[src/rtl/trace_char_class.sv]
`default_nettype none
// ============================================================================
// Module      : trace_char_class
// Description : Classifies one ASCII character as decimal / hex digit and
//               returns its nibble value.
// Revision    : 1.0 - initial release
// ============================================================================
module trace_char_class #(
    parameter bit UPPER_HEX = 1'b0
) (
    input  logic [7:0] char,
    output logic       is_dec,
    output logic       is_hex,
    output logic [3:0] nibble
);

    logic is_lower;
    logic is_upper;

    always_comb begin
        is_dec   = (char >= 8'h30) && (char <= 8'h39);
        is_lower = (char >= 8'h61) && (char <= 8'h66);
        is_upper = UPPER_HEX && (char >= 8'h41) && (char <= 8'h46);
        is_hex   = is_dec || is_lower || is_upper;
        nibble   = 4'd0;
        // 'a'/'A' have low nibble 1, so letters map to low nibble + 9
        if (is_dec) begin
            nibble = char[3:0];
        end else if (is_lower || is_upper) begin
            nibble = char[3:0] + 4'd9;
        end
    end

endmodule
`default_nettype wire

[config.mk]
export PLATFORM = sky130hd
export DESIGN_NAME = trace_char_class
export DESIGN_NICKNAME = d
export VERILOG_FILES = /design/src/rtl/trace_char_class.sv
export SDC_FILE = /design/constraint.sdc
export NUM_CORES = 1
export LEC_CHECK = 0
export CAP_MARGIN = 10
export CORE_AREA = 2 2 39 41
export DETAILED_ROUTE_END_ITERATION = 16
export DIE_AREA = 0 0 41 43
export PLACE_DENSITY = 0.53
export SLEW_MARGIN = 20
export SYNTH_ARGS = -nofsm -noshare
export SYNTH_HDL_FRONTEND = slang
export SYNTH_SLANG_ARGS = --single-unit
export TNS_END_PERCENT = 20
[constraint.sdc]
create_clock -name vclk -period 5.05
set_input_delay 1.515 -clock vclk [all_inputs]
set_output_delay 1.515 -clock vclk [all_outputs]
set_load 0.05 [all_outputs]
-- Word-level counts from Yosys, hierarchy flattened
Cells that the tools add are included.
- register bits after elaboration: 0
- latch bits: 0
- memory bits (writable): 0
- bits in read-only memories: 0
- output and inout port bits: 6
- logic and storage cells: 10
- memories: 0
- $add $sub $neg: 1
- multipliers: 0
- div/mod/pow operators: 0
- $lt $le $gt $ge: 4
- equal/unequal tests: 0
- shifts and indexed selects: 0
- multiplexer cells: 2
- bitwise logic cells: 0
- reduce and logical (&&, ||, !) cells: 3
- operator list (kind ; number):
    8-bit by 6-bit >= comparator with 1-bit output, second input constant ; 1
    8-bit by 7-bit >= comparator with 1-bit output, second input constant ; 1
    8-bit by 6-bit <= comparator with 1-bit output, second input constant ; 1
    8-bit by 7-bit <= comparator with 1-bit output, second input constant ; 1
    4-bit 2-to-1 mux ; 2
    4-bit adder, second input constant ; 1
    1-bit logical AND ; 2
    1-bit logical OR ; 1

-- Longest topological paths before layout
Gate-level depths: netlist (run 1).
- depth after elaboration: 4
- gate-level depth with buffers: 6
- gate-level depth less buffers: 6

-- Least setup slack after synthesis (run 1)
OpenSTA, ideal clock, no wires.
- path type: input-to-output
- start: in char[1]
- end: out nibble[1]
- arrival: 3.123 ns
- path slack: 0.412 ns
- stages on the path: 6
- path buffers: 0
- path through: inv_1 -> ha_1 -> o21bai_4 -> a21oi_4 -> a21oi_1 -> nor2_1
- elaborated cells between the ends (all ways): 9
- classes of those cells: 1 x add/sub; 4 x order compare; 2 x mux; 2 x reduce/logical
- RTL lines (item ; RTL line ; RTL):
    start, declared ; 11 ; input logic [7:0] char,
    8-bit by 6-bit >= comparator with 1-bit output or 8-bit by 6-bit <= comparator with 1-bit output (tied branches) ; 21 ; is_dec = (char >= 8'h30) && (char <= 8'h39);
    1-bit logical AND (*) ; 21 ;
    via is_dec ; 12 ; output logic is_dec,
    4-bit 2-to-1 mux (*) ; 27 ; if (is_dec) begin
    end, declared ; 14 ; output logic [3:0] nibble
Mark *: on every way through the listed nets, which the timed path passes. The rest lies on a longest branch.

-- Worst setup path in the final report (run 1)
- start: in char[0]
- end: out nibble[2]
- word-level cells in the longest chain between the ends: 4
- elaborated cells between the ends (all ways): 9
- classes of those cells: 1 x add/sub; 4 x order compare; 2 x mux; 2 x reduce/logical
- RTL lines (item ; RTL line ; RTL):
    8-bit by 7-bit >= comparator with 1-bit output or 8-bit by 7-bit <= comparator with 1-bit output (tied branches) ; 22 ; is_lower = (char >= 8'h61) && (char <= 8'h66);
    1-bit logical AND ; 22 ;
    4-bit 2-to-1 mux ; 29 ; end else if (is_lower || is_upper) begin
    4-bit 2-to-1 mux (*) ; 27 ;
Every way passes the cells marked *; elsewhere a longest branch is shown, timed or not.

==> flow_summary.ini, run 1 <==
[die]
chipHeight_um = 43
ioPinCount = 14
die_area_mm2 = 0.00176
floorplan.initialDensity = 0.149
die_w_um = 41
cell_rows = 14
core_area_mm2 = 0.00138

[synthesis]
netlist-cell-type-count = 17
average_instance_area_after_synthesis_um2 = 7.94
synth.net_count = 38
syn-cell-area_um2 = 206
synthesis.yosys.warnings = 0
syn_inst = 26
ys_seq_area_frac = 0

[sta]
timing.final.setup_violations = 0
max_clock_freq_mhz = 204
setup_total_negative_slack_ns = 0
hold_viol = 0
worstMarginPinSlew_ns = 0.359
post_layout_minimum_cycle_time_ns = 4.90
grt_setup_unrepaired = no
slew-limit-headroom = 0.761
slew_viol_final = 0
layout_worst_path_cycle_share = 0.969

[global_routing]
grt.busiest_layer = met1
met3_usage = 0.0209
groute.layer.met2.usage = 0.0750
gr-usage-met1 = 0.0823
grt_remaining_overflow = 0
grt_antenna_before_repair = 0
grt_pass1_wl_um = 731
vias_in_the_first_global_route = 181
grt_util_all_layers = 0.0539
grt_start_max_net_pins = 6

[cells_and_area]
nClkBuffers = 0
area_delta_synth_final_pct = 94.5
final_util = 0.290
antennaDiodeCount = 0
drive_gt1_frac = 0.250
regArea_um2 = 0
design.seq.count = 0
finish.net_count = 54

[cts]
post_cts.repair.setup_buffers = 0
cts_resized = 0
cts-hold-fix-buffers = 0

[power]
power_density_mw_per_mm2 = 64.5
cell_internal_pwr_uw = 13.2
static-leakage-power_uw = 0.000172
power.switching_fraction = 0.489
pwr-share-seq = 0
pwr-share-clk = 0
irDropWorstVdd_v = 0.0000225
total_switching_power_uw = 12.6
power_frac_comb = 1.000

[placed_design]
portBuffers = 14
gp_congestion = 0.733

[flow_run]
maxCapViolations = 0

[worst_setup_path]
timing_worst_setup_path_type = input pin to output port
crit_path_start_kind = input pin
maximum_fanout_along_the_worst_path = 5
worst-endpoint-required_ns = 3.54
timing.critical_path.arrival_ns = 3.38
end_kind = output port

[min_path]
worst_hold_path_type = input pin to output port
worst_hold_path.num_cells = 4

[routing]
drtIter0Drc = 1
drt_first_pass_iters = 2
overall_via_count_from_detail_route = 220
route.detailed.vias_per_inst = 3.93
routed_wire_length_per_instance_um = 8.39
route.detailed.drc = 0
detail_route.wirelength_um = 470
postRouteAntennaNets = 0

[status]
run_status = finished clean
layout by cell type, fill, tap and decap left out, types with 2 or more instances in the layout:
cell / Yosys / layout
sky130_fd_sc_hd__nor2_1: 4 / 4
sky130_fd_sc_hd__buf_12: 0 / 4
sky130_fd_sc_hd__ha_1: 4 / 4
sky130_fd_sc_hd__clkdlybuf4s50_1: 0 / 8
sky130_fd_sc_hd__a21oi_1: 2 / 2
sky130_fd_sc_hd__buf_4: 0 / 2
sky130_fd_sc_hd__inv_1: 3 / 3
cells in the mapped netlist:
master | n | area (um2)
sky130_fd_sc_hd__and4b_1 | 1 | 10.0
sky130_fd_sc_hd__o21bai_4 | 1 | 18.8
sky130_fd_sc_hd__nand2_1 | 1 | 3.75
sky130_fd_sc_hd__o21ai_0 | 1 | 5.00
sky130_fd_sc_hd__a21oi_2 | 1 | 8.76
sky130_fd_sc_hd__nand3_1 | 1 | 5.00
sky130_fd_sc_hd__nand4bb_1 | 1 | 11.3
sky130_fd_sc_hd__nor2_1 | 4 | 15.0
sky130_fd_sc_hd__a21oi_1 | 2 | 10.0
sky130_fd_sc_hd__inv_1 | 3 | 11.3
sky130_fd_sc_hd__and2_1 | 1 | 6.26
sky130_fd_sc_hd__mux2i_1 | 1 | 10.0
sky130_fd_sc_hd__a31o_2 | 1 | 8.76
sky130_fd_sc_hd__a21oi_4 | 1 | 16.3
sky130_fd_sc_hd__or3b_1 | 1 | 8.76
sky130_fd_sc_hd__ha_1 | 4 | 50.1
sky130_fd_sc_hd__a21boi_0 | 1 | 7.51
stage by stage:
| step | setup slack [ns] | power [uW] | cell area, um2 | hold WS [ns] | std cells |
|---|---|---|---|---|---|
| after floorplan | 0.412 | 12.8 | 206 | 3.14 | 26 |
| after global placement | 0.145 | 26.1 | 402 | 3.83 | 56 |
| after detailed placement | 0.128 | 26.2 | 402 | 3.84 | 56 |
| after CTS | 0.122 | 26.3 | 402 | 3.84 | 56 |
| after global routing | 0.0605 | 27.7 | 402 | 3.87 | 56 |
| final | 0.155 | 25.9 | 402 | 3.82 | 56 |
cell families after synthesis:
logic type | Yosys count | synth area share
AO/OA/AOI/OAI | 8 | 0.364
buffers and inverters | 3 | 0.0545
adder cells (fa/ha/maj) | 4 | 0.242
AND/OR/NAND/NOR | 10 | 0.291
multiplexers | 1 | 0.0485
path summary, 6_finish.rpt:
path	slack [ns]	to	startpoint
worst max-delay path	0.15	nibble[2]	char[0]
worst min-delay path	3.82	nibble[2]	char[2]
power by group through the flow:
stage / combinational [uW] / sequential (uW) / clock (uW)
floorplan: 12.8 / 0 / 0
global route: 27.7 / 0 / 0
CTS: 26.3 / 0 / 0
finish: 25.9 / 0 / 0
detailed placement: 26.2 / 0 / 0
global placement: 26.1 / 0 / 0
worst max-delay path: stages:
cell and delay [ns]:
sky130_fd_sc_hd__clkdlybuf4s50_1 0.55, sky130_fd_sc_hd__inv_1 0.10, sky130_fd_sc_hd__ha_1 0.24, sky130_fd_sc_hd__o21bai_4 0.14, sky130_fd_sc_hd__a21oi_4 0.10, sky130_fd_sc_hd__or3b_1 0.38, sky130_fd_sc_hd__a21oi_2 0.20, sky130_fd_sc_hd__buf_12 0.16
routing by layer:
metal  vias up  part of all wire  wire, um
met5         -                 0         0
met4         0                 0         0
met3         0              0.13        61
met2        11              0.40       190
met1        90              0.46       217
li1        119                 -         -
cell type report:
type	instances	area, um2
fillers	153	982
multi-input cells	23	195
repair buffers	14	175
well taps	16	20.0
inverters	3	11.3
Power figures use the tool's default switching activity.
==> run 2, diff against run 1 <==
--- a/config.mk
+++ b/config.mk
@@ -6,10 +6,12 @@
 export NUM_CORES = 1
 export LEC_CHECK = 0
 export CAP_MARGIN = 10
+export CELL_PAD_IN_SITES_DETAIL_PLACEMENT = 1
+export CELL_PAD_IN_SITES_GLOBAL_PLACEMENT = 1
 export CORE_AREA = 2 2 39 41
 export DETAILED_ROUTE_END_ITERATION = 16
 export DIE_AREA = 0 0 41 43
-export PLACE_DENSITY = 0.53
+export PLACE_DENSITY = 0.67
 export SLEW_MARGIN = 20
 export SYNTH_ARGS = -nofsm -noshare
 export SYNTH_HDL_FRONTEND = slang
==> flow_summary.ini, run 2 (same netlist as run 1, synthesis figures left out) <==
[worst_setup_path]
timing_worst_setup_path_type = input pin to output port
crit_path_start_kind = input pin
end_kind = output port
worst-endpoint-required_ns = 3.54
worstSetupStartpoint = char[0]
timing.critical_path.arrival_ns = 3.42
maximum_fanout_along_the_worst_path = 5

[cells_and_area]
design.seq.count = 0
layout_common_cells = 8 x sky130_fd_sc_hd__clkdlybuf4s50_1, 4 x sky130_fd_sc_hd__nor2_1, 4 x sky130_fd_sc_hd__ha_1, 4 x sky130_fd_sc_hd__buf_12
area_delta_synth_final_pct = 98.2
drive_gt1_frac = 0.268
nClkBuffers = 0
finish.net_count = 55
fillers = 175
final_util = 0.296
multi_input_area_um2 = 195
antennaDiodeCount = 0
layout_commonest_cell = sky130_fd_sc_hd__clkdlybuf4s50_1
regArea_um2 = 0

[placed_design]
portBuffers = 14
gp_congestion = 0.700
post-dp-hpwl_um = 473

[sta]
grt_setup_unrepaired = no
timing.final.setup_violations = 0
post_layout_minimum_cycle_time_ns = 4.93
setup_total_negative_slack_ns = 0
worstMarginPinSlew_ns = 0.407
hold_viol = 0
layout_worst_path_cycle_share = 0.976
max_clock_freq_mhz = 203
slew-limit-headroom = 0.728
slew_viol_final = 0

[global_routing]
vias_in_the_first_global_route = 233
grt_antenna_before_repair = 0
grt_util_all_layers = 0.0669
grt_pass1_wl_um = 890
grt_start_max_net_pins = 6
grt_remaining_overflow = 0

[die]
floorplan.initialDensity = 0.149
die_area_mm2 = 0.00176
ioPinCount = 14
chipHeight_um = 43
core_area_mm2 = 0.00138
die_w_um = 41
cell_rows = 14

[routing]
overall_via_count_from_detail_route = 236
drt_first_pass_iters = 1
postRouteAntennaNets = 0
detail_route.wirelength_um = 545
route.detailed.drc = 0
drtIter0Drc = 0
route.detailed.vias_per_inst = 4.14
routed_wire_length_per_instance_um = 9.56

[min_path]
worst_hold_path.num_cells = 4
timing.hold.worst.start = char[2]
hold_end = nibble[2]
worst_hold_path_type = input pin to output port

[power]
static-leakage-power_uw = 0.000177
power_density_mw_per_mm2 = 65.5
irDropWorstVdd_v = 0.0000217

[cts]
post_cts.repair.setup_buffers = 0
cts_resized = 0
cts-hold-fix-buffers = 0

[status]
run_status = finished clean

[flow_run]
maxCapViolations = 0
-- run 2: cell types whose count changed in the layout (fill, tap and decap cells not counted), sizes merged --
| cell | before | now |
|---|---|---|
| buf | 6 | 7 |
-- run 2: layout make-up --
class              instances  share of cell area
repair buffers            15               0.446
inverters                  3              0.0275
well taps                 16              0.0489
multi-input cells         23               0.477
-- run 2: worst max path at each step --
stage	to	slack, ns	cells after the start
floorplan	nibble[1]	0.41	6
global placement	nibble[2]	0.13	8
detailed placement	nibble[2]	0.11	8
CTS	nibble[2]	0.11	8
global route	nibble[2]	0.04	8
finish	nibble[2]	0.12	8
-- run 2: per-layer routing --
| metal | part of all wire | routed length [um] | global-route usage |
|---|---|---|---|
| met3 | 0.073 | 40 | 0 |
| met4 | 0 | 0 | 0 |
| met5 | 0 | 0 | 0 |
| met1 | 0.48 | 260 | 0.111 |
| met2 | 0.45 | 244 | 0.100 |
-- run 2: critical path, cell delays in order --
cell and delay (ns):
sky130_fd_sc_hd__clkdlybuf4s50_1 0.56, sky130_fd_sc_hd__inv_1 0.10, sky130_fd_sc_hd__ha_1 0.25, sky130_fd_sc_hd__o21bai_4 0.14, sky130_fd_sc_hd__a21oi_4 0.10, sky130_fd_sc_hd__or3b_1 0.38, sky130_fd_sc_hd__a21oi_2 0.20, sky130_fd_sc_hd__buf_12 0.16
-- run 2: power by group --
group / internal [uW] / switching, uW / total (uW)
clock: 0 / 0 / 0
sequential: 0 / 0 / 0
combinational: 13.8 / 13.1 / 26.8
total: 13.8 / 13.1 / 26.8
-- run 2: through the flow --
| step | instances | hold WS (ns) | worst slack (ns) | power (uW) | cell area [um2] |
|---|---|---|---|---|---|
| after global routing | 57 | 3.88 | 0.0399 | 29.0 | 409 |
| after floorplan | 26 | 3.14 | 0.412 | 12.8 | 206 |
| final | 57 | 3.82 | 0.120 | 26.8 | 409 |
| after global placement | 57 | 3.82 | 0.132 | 26.9 | 409 |
| after detailed placement | 57 | 3.83 | 0.115 | 27.1 | 409 |
| after CTS | 57 | 3.83 | 0.106 | 27.3 | 409 |
==> run 3, diff against run 2 <==
--- a/config.mk
+++ b/config.mk
@@ -11,7 +11,7 @@
 export CORE_AREA = 2 2 39 41
 export DETAILED_ROUTE_END_ITERATION = 16
 export DIE_AREA = 0 0 41 43
-export PLACE_DENSITY = 0.67
+export PLACE_DENSITY = 0.69
 export SLEW_MARGIN = 20
 export SYNTH_ARGS = -nofsm -noshare
 export SYNTH_HDL_FRONTEND = slang
==> constraint.sdc (replaced) <==
create_clock -name vclk -period 4.51
set_input_delay 1.353 -clock vclk [all_inputs]
set_output_delay 1.353 -clock vclk [all_outputs]
set_load 0.05 [all_outputs]
==> flow_summary.ini, run 3 (same netlist as run 1, synthesis figures left out) <==
[min_path]
timing.hold.worst.start = char[2]
worst_hold_path_type = input pin to output port

[routing]
route.detailed.vias_per_inst = 4.02
overall_via_count_from_detail_route = 249
drt_first_pass_iters = 2
postRouteAntennaNets = 0
detail_route.wirelength_um = 558
drtIter0Drc = 1
routed_wire_length_per_instance_um = 9.00
route.detailed.drc = 0

[power]
power_uw = 32.6
irDropWorstVdd_v = 0.0000294
static-leakage-power_uw = 0.000200
power_density_mw_per_mm2 = 73.1

[sta]
slew_viol_final = 0
setup_total_negative_slack_ns = 0
grt_setup_unrepaired = yes
hold_viol = 0
worstMarginPinSlew_ns = 0.208
timing.final.setup_violations = 0
max_clock_freq_mhz = 223
slew-limit-headroom = 0.860
post_layout_minimum_cycle_time_ns = 4.48
hold_ws_ns = 3.49
layout_worst_path_cycle_share = 0.993

[die]
cell_rows = 14
ioPinCount = 14
floorplan.initialDensity = 0.149
core_area_mm2 = 0.00138
die_area_mm2 = 0.00176
chipHeight_um = 43
die_w_um = 41

[status]
run_status = finished clean

[cells_and_area]
regArea_um2 = 0
final_design_area_no_fill_um2 = 447
area_delta_synth_final_pct = 116
antennaDiodeCount = 0
nClkBuffers = 0
finish.net_count = 60
layout_common_cells = 8 x sky130_fd_sc_hd__clkdlybuf4s50_1, 8 x sky130_fd_sc_hd__buf_4, 4 x sky130_fd_sc_hd__nor2_1, 4 x sky130_fd_sc_hd__ha_1, 4 x sky130_fd_sc_hd__buf_12
fillers = 168
drive_gt1_frac = 0.348
design.seq.count = 0
final_util = 0.323

[worst_setup_path]
slowest_delay_ns = 0.51
end_kind = output port
timing_worst_setup_path_type = input pin to output port
worstPathCellList = clkdlybuf4s50_1 > inv_1 > ha_1 > o21bai_4 > a21oi_4 > or3b_1 > a21oi_2 > buf_12
maximum_fanout_along_the_worst_path = 5
timing.critical_path.arrival_ns = 3.13
worstSetupStartpoint = char[0]
crit_path_start_kind = input pin
critPathTopFamily = buffers and inverters
critPathSlowestCell = sky130_fd_sc_hd__clkdlybuf4s50_1
cp.buffers_inverters = 3
worst-endpoint-required_ns = 3.16

[placed_design]
post-dp-hpwl_um = 519
gp_congestion = 0.708
placed_cell_area_um2 = 447
portBuffers = 14

[global_routing]
grt_util_all_layers = 0.0739
vias_in_the_first_global_route = 248
grt_start_max_net_pins = 6
grt_remaining_overflow = 0
grt_pass1_wl_um = 972
grt_antenna_before_repair = 0

[cts]
post_cts.repair.setup_buffers = 0

[flow_run]
maxCapViolations = 0
## run 3: cell count changes in the layout (fill, tap and decap cells not counted)
cell                       previous run  this run
sky130_fd_sc_hd__buf_4                3         8
sky130_fd_sc_hd__a21boi_0             1         0
sky130_fd_sc_hd__a21boi_1             0         1
## run 3: through the flow
stage          setup slack (ns)  std cells
6_report                 0.0300         62
5_1_grt                 -0.0504         62
4_1_cts                  0.0134         62
3_5_place_dp             0.0146         62
3_3_place_gp             0.0346         62
2_1_floorplan             0.196         26
## run 3: final cells by class
cell class,instances,area (um2),area share
multi-input combinational,23,195,0.437
inverter,3,11.3,0.0252
tap,16,20.0,0.0448
timing repair buffer,20,220,0.493
## run 3: power by group
group	total, uW	switching (uW)	internal (uW)
clock	0	0	0
sequential	0	0	0
combinational	32.6	15.1	17.5
## run 3: path summary, 6_finish.rpt
| kind | end | slack, ns | cells past startpoint |
|---|---|---|---|
| max | nibble[2] | 0.03 | 8 |
| min | nibble[2] | 3.49 | 4 |
## run 3: what timing repair did
action / 4_1_cts / 5_1_grt
setup endpoints to repair: 1 / 3
pin swaps: 1 / 0
hold buffers: 0 / 0
resized for setup: 0 / 1
## run 3: layer usage
layer | vias up | wire [um] | global-route usage
li1 | 131 | - | -
met4 | 0 | 0 | 0
met5 | - | 0 | 0
met3 | 0 | 37 | 0
met1 | 108 | 245 | 0.0981
met2 | 10 | 274 | 0.134
==> edit: new RTL, settings of run 1 <==
Set the parameter `UPPER_HEX` to 1'b1 (it was 1'b0).
--- a/src/rtl/trace_char_class.sv
+++ b/src/rtl/trace_char_class.sv
@@ -6,7 +6,7 @@
 // Revision    : 1.0 - initial release
 // ============================================================================
 module trace_char_class #(
-    parameter bit UPPER_HEX = 1'b0
+    parameter bit UPPER_HEX = 1'b1
 ) (
     input  logic [7:0] char,
     output logic       is_dec,
Function: changed (Yosys sat finds a counterexample).
==> edit against run 1 <==
  * Design area shrank 8.1%
  * Area after synthesis grew 2.4%
  * Fmax grew 5.7%
  * Die area is the same
  * Total power shrank 0.38%
  * Global-route usage grew 0.90 points
  * Routed wire length grew 3.4%
  * Combinational power is essentially flat
  * Worst setup slack gained 0.27 ns
==> edit: results (changes against run 1) <==
- Status: finished clean (unchanged).
- The count of multi-input combinational gates was 22 (was 23).
- The fraction of the mapped netlist area in adder cells is 0.178 (was 0.242).
- The total global routing track utilization is 0.0629 (was 0.0539).
- The wire length the detailed router placed on met1 is 191 um (was 217 um).
- The placer's final routability congestion estimate is 0.689 (was 0.733).
- The largest net degree at the start of global routing is 7 (was 6).
- The number of standard cells after synthesis is 27 (was 26).
- The maximum VDD drop was 0.0000208 V (was 0.0000225 V).
- The actual transition at the worst max-transition pin is 0.278 ns (was 0.359 ns).
- The non-clock buffer area fraction after layout is 0.373 (was 0.436).
- The share of layout cells above drive strength 1 is 0.293 (was 0.250).
- The number of filler cells placed in the layout came to 165 (was 153).
- Leading cell types by count after synthesis: sky130_fd_sc_hd__inv_1, sky130_fd_sc_hd__ha_1, sky130_fd_sc_hd__nand2_1, sky130_fd_sc_hd__nand3_1, sky130_fd_sc_hd__nor2b_1 (was sky130_fd_sc_hd__ha_1, sky130_fd_sc_hd__nor2_1, sky130_fd_sc_hd__inv_1).
- The number of iterations in the first detailed-routing pass is 4 (was 2).
- The number of cells in the finished layout apart from fillers is 57 (was 56).
- The global-route wire length before repair is 841 um (was 731 um).
- The share of the synthesized area in compound gates (AO/OA/AOI/OAI) is 0.260 (was 0.364).
- Leading post-synthesis cells by cell area: sky130_fd_sc_hd__ha_1, sky130_fd_sc_hd__nor4b_4, sky130_fd_sc_hd__inv_1, sky130_fd_sc_hd__nand3_1, sky130_fd_sc_hd__and4bb_2 (was sky130_fd_sc_hd__ha_1, sky130_fd_sc_hd__o21bai_4, sky130_fd_sc_hd__a21oi_4, sky130_fd_sc_hd__nor2_1, sky130_fd_sc_hd__inv_1).
- The met3 global-route usage is 0.0105 (was 0.0209).
- The static leakage power came to 0.176 nW (was 0.172 nW).
- The met1 routing resource usage after global routing is 0.0665 (was 0.0823).
- The via count of the first global-routing pass was 244 (was 181).
- The unique cell type count in the Yosys netlist was 16 (was 17).
- The vias per cell came to 4.19 (was 3.93).
- The met2 usage in global routing came to 0.125 (was 0.0750).
- The largest fanout on the critical path is 4 (was 5).
- The arrival time of data at the critical path endpoint is 3.11 ns (was 3.38 ns).
edit: changes by cell type after synthesis, moves of 2 or more:
| cell | run 1 | this run |
|---|---|---|
| sky130_fd_sc_hd__nor2b_1 | 0 | 2 |
| sky130_fd_sc_hd__nand2_1 | 1 | 3 |
| sky130_fd_sc_hd__a21oi_1 | 2 | 0 |
| sky130_fd_sc_hd__inv_1 | 3 | 5 |
| sky130_fd_sc_hd__nor2_1 | 4 | 0 |
| sky130_fd_sc_hd__nand3_1 | 1 | 3 |
edit: path summary, 6_finish.rpt:
| path | startpoint | endpoint | slack [ns] | cells after the start |
|---|---|---|---|---|
| max | char[1] | nibble[1] | 0.42 | 7 |
| min | char[3] | nibble[3] | 3.85 | 4 |
edit: power breakdown:
group	internal, mW	switching, mW	leakage [nW]	total [mW]
clock network	0	0	0	0
registers	0	0	0	0
logic	0.0126	0.0132	0.176	0.0258
total	0.0126	0.0132	0.176	0.0258
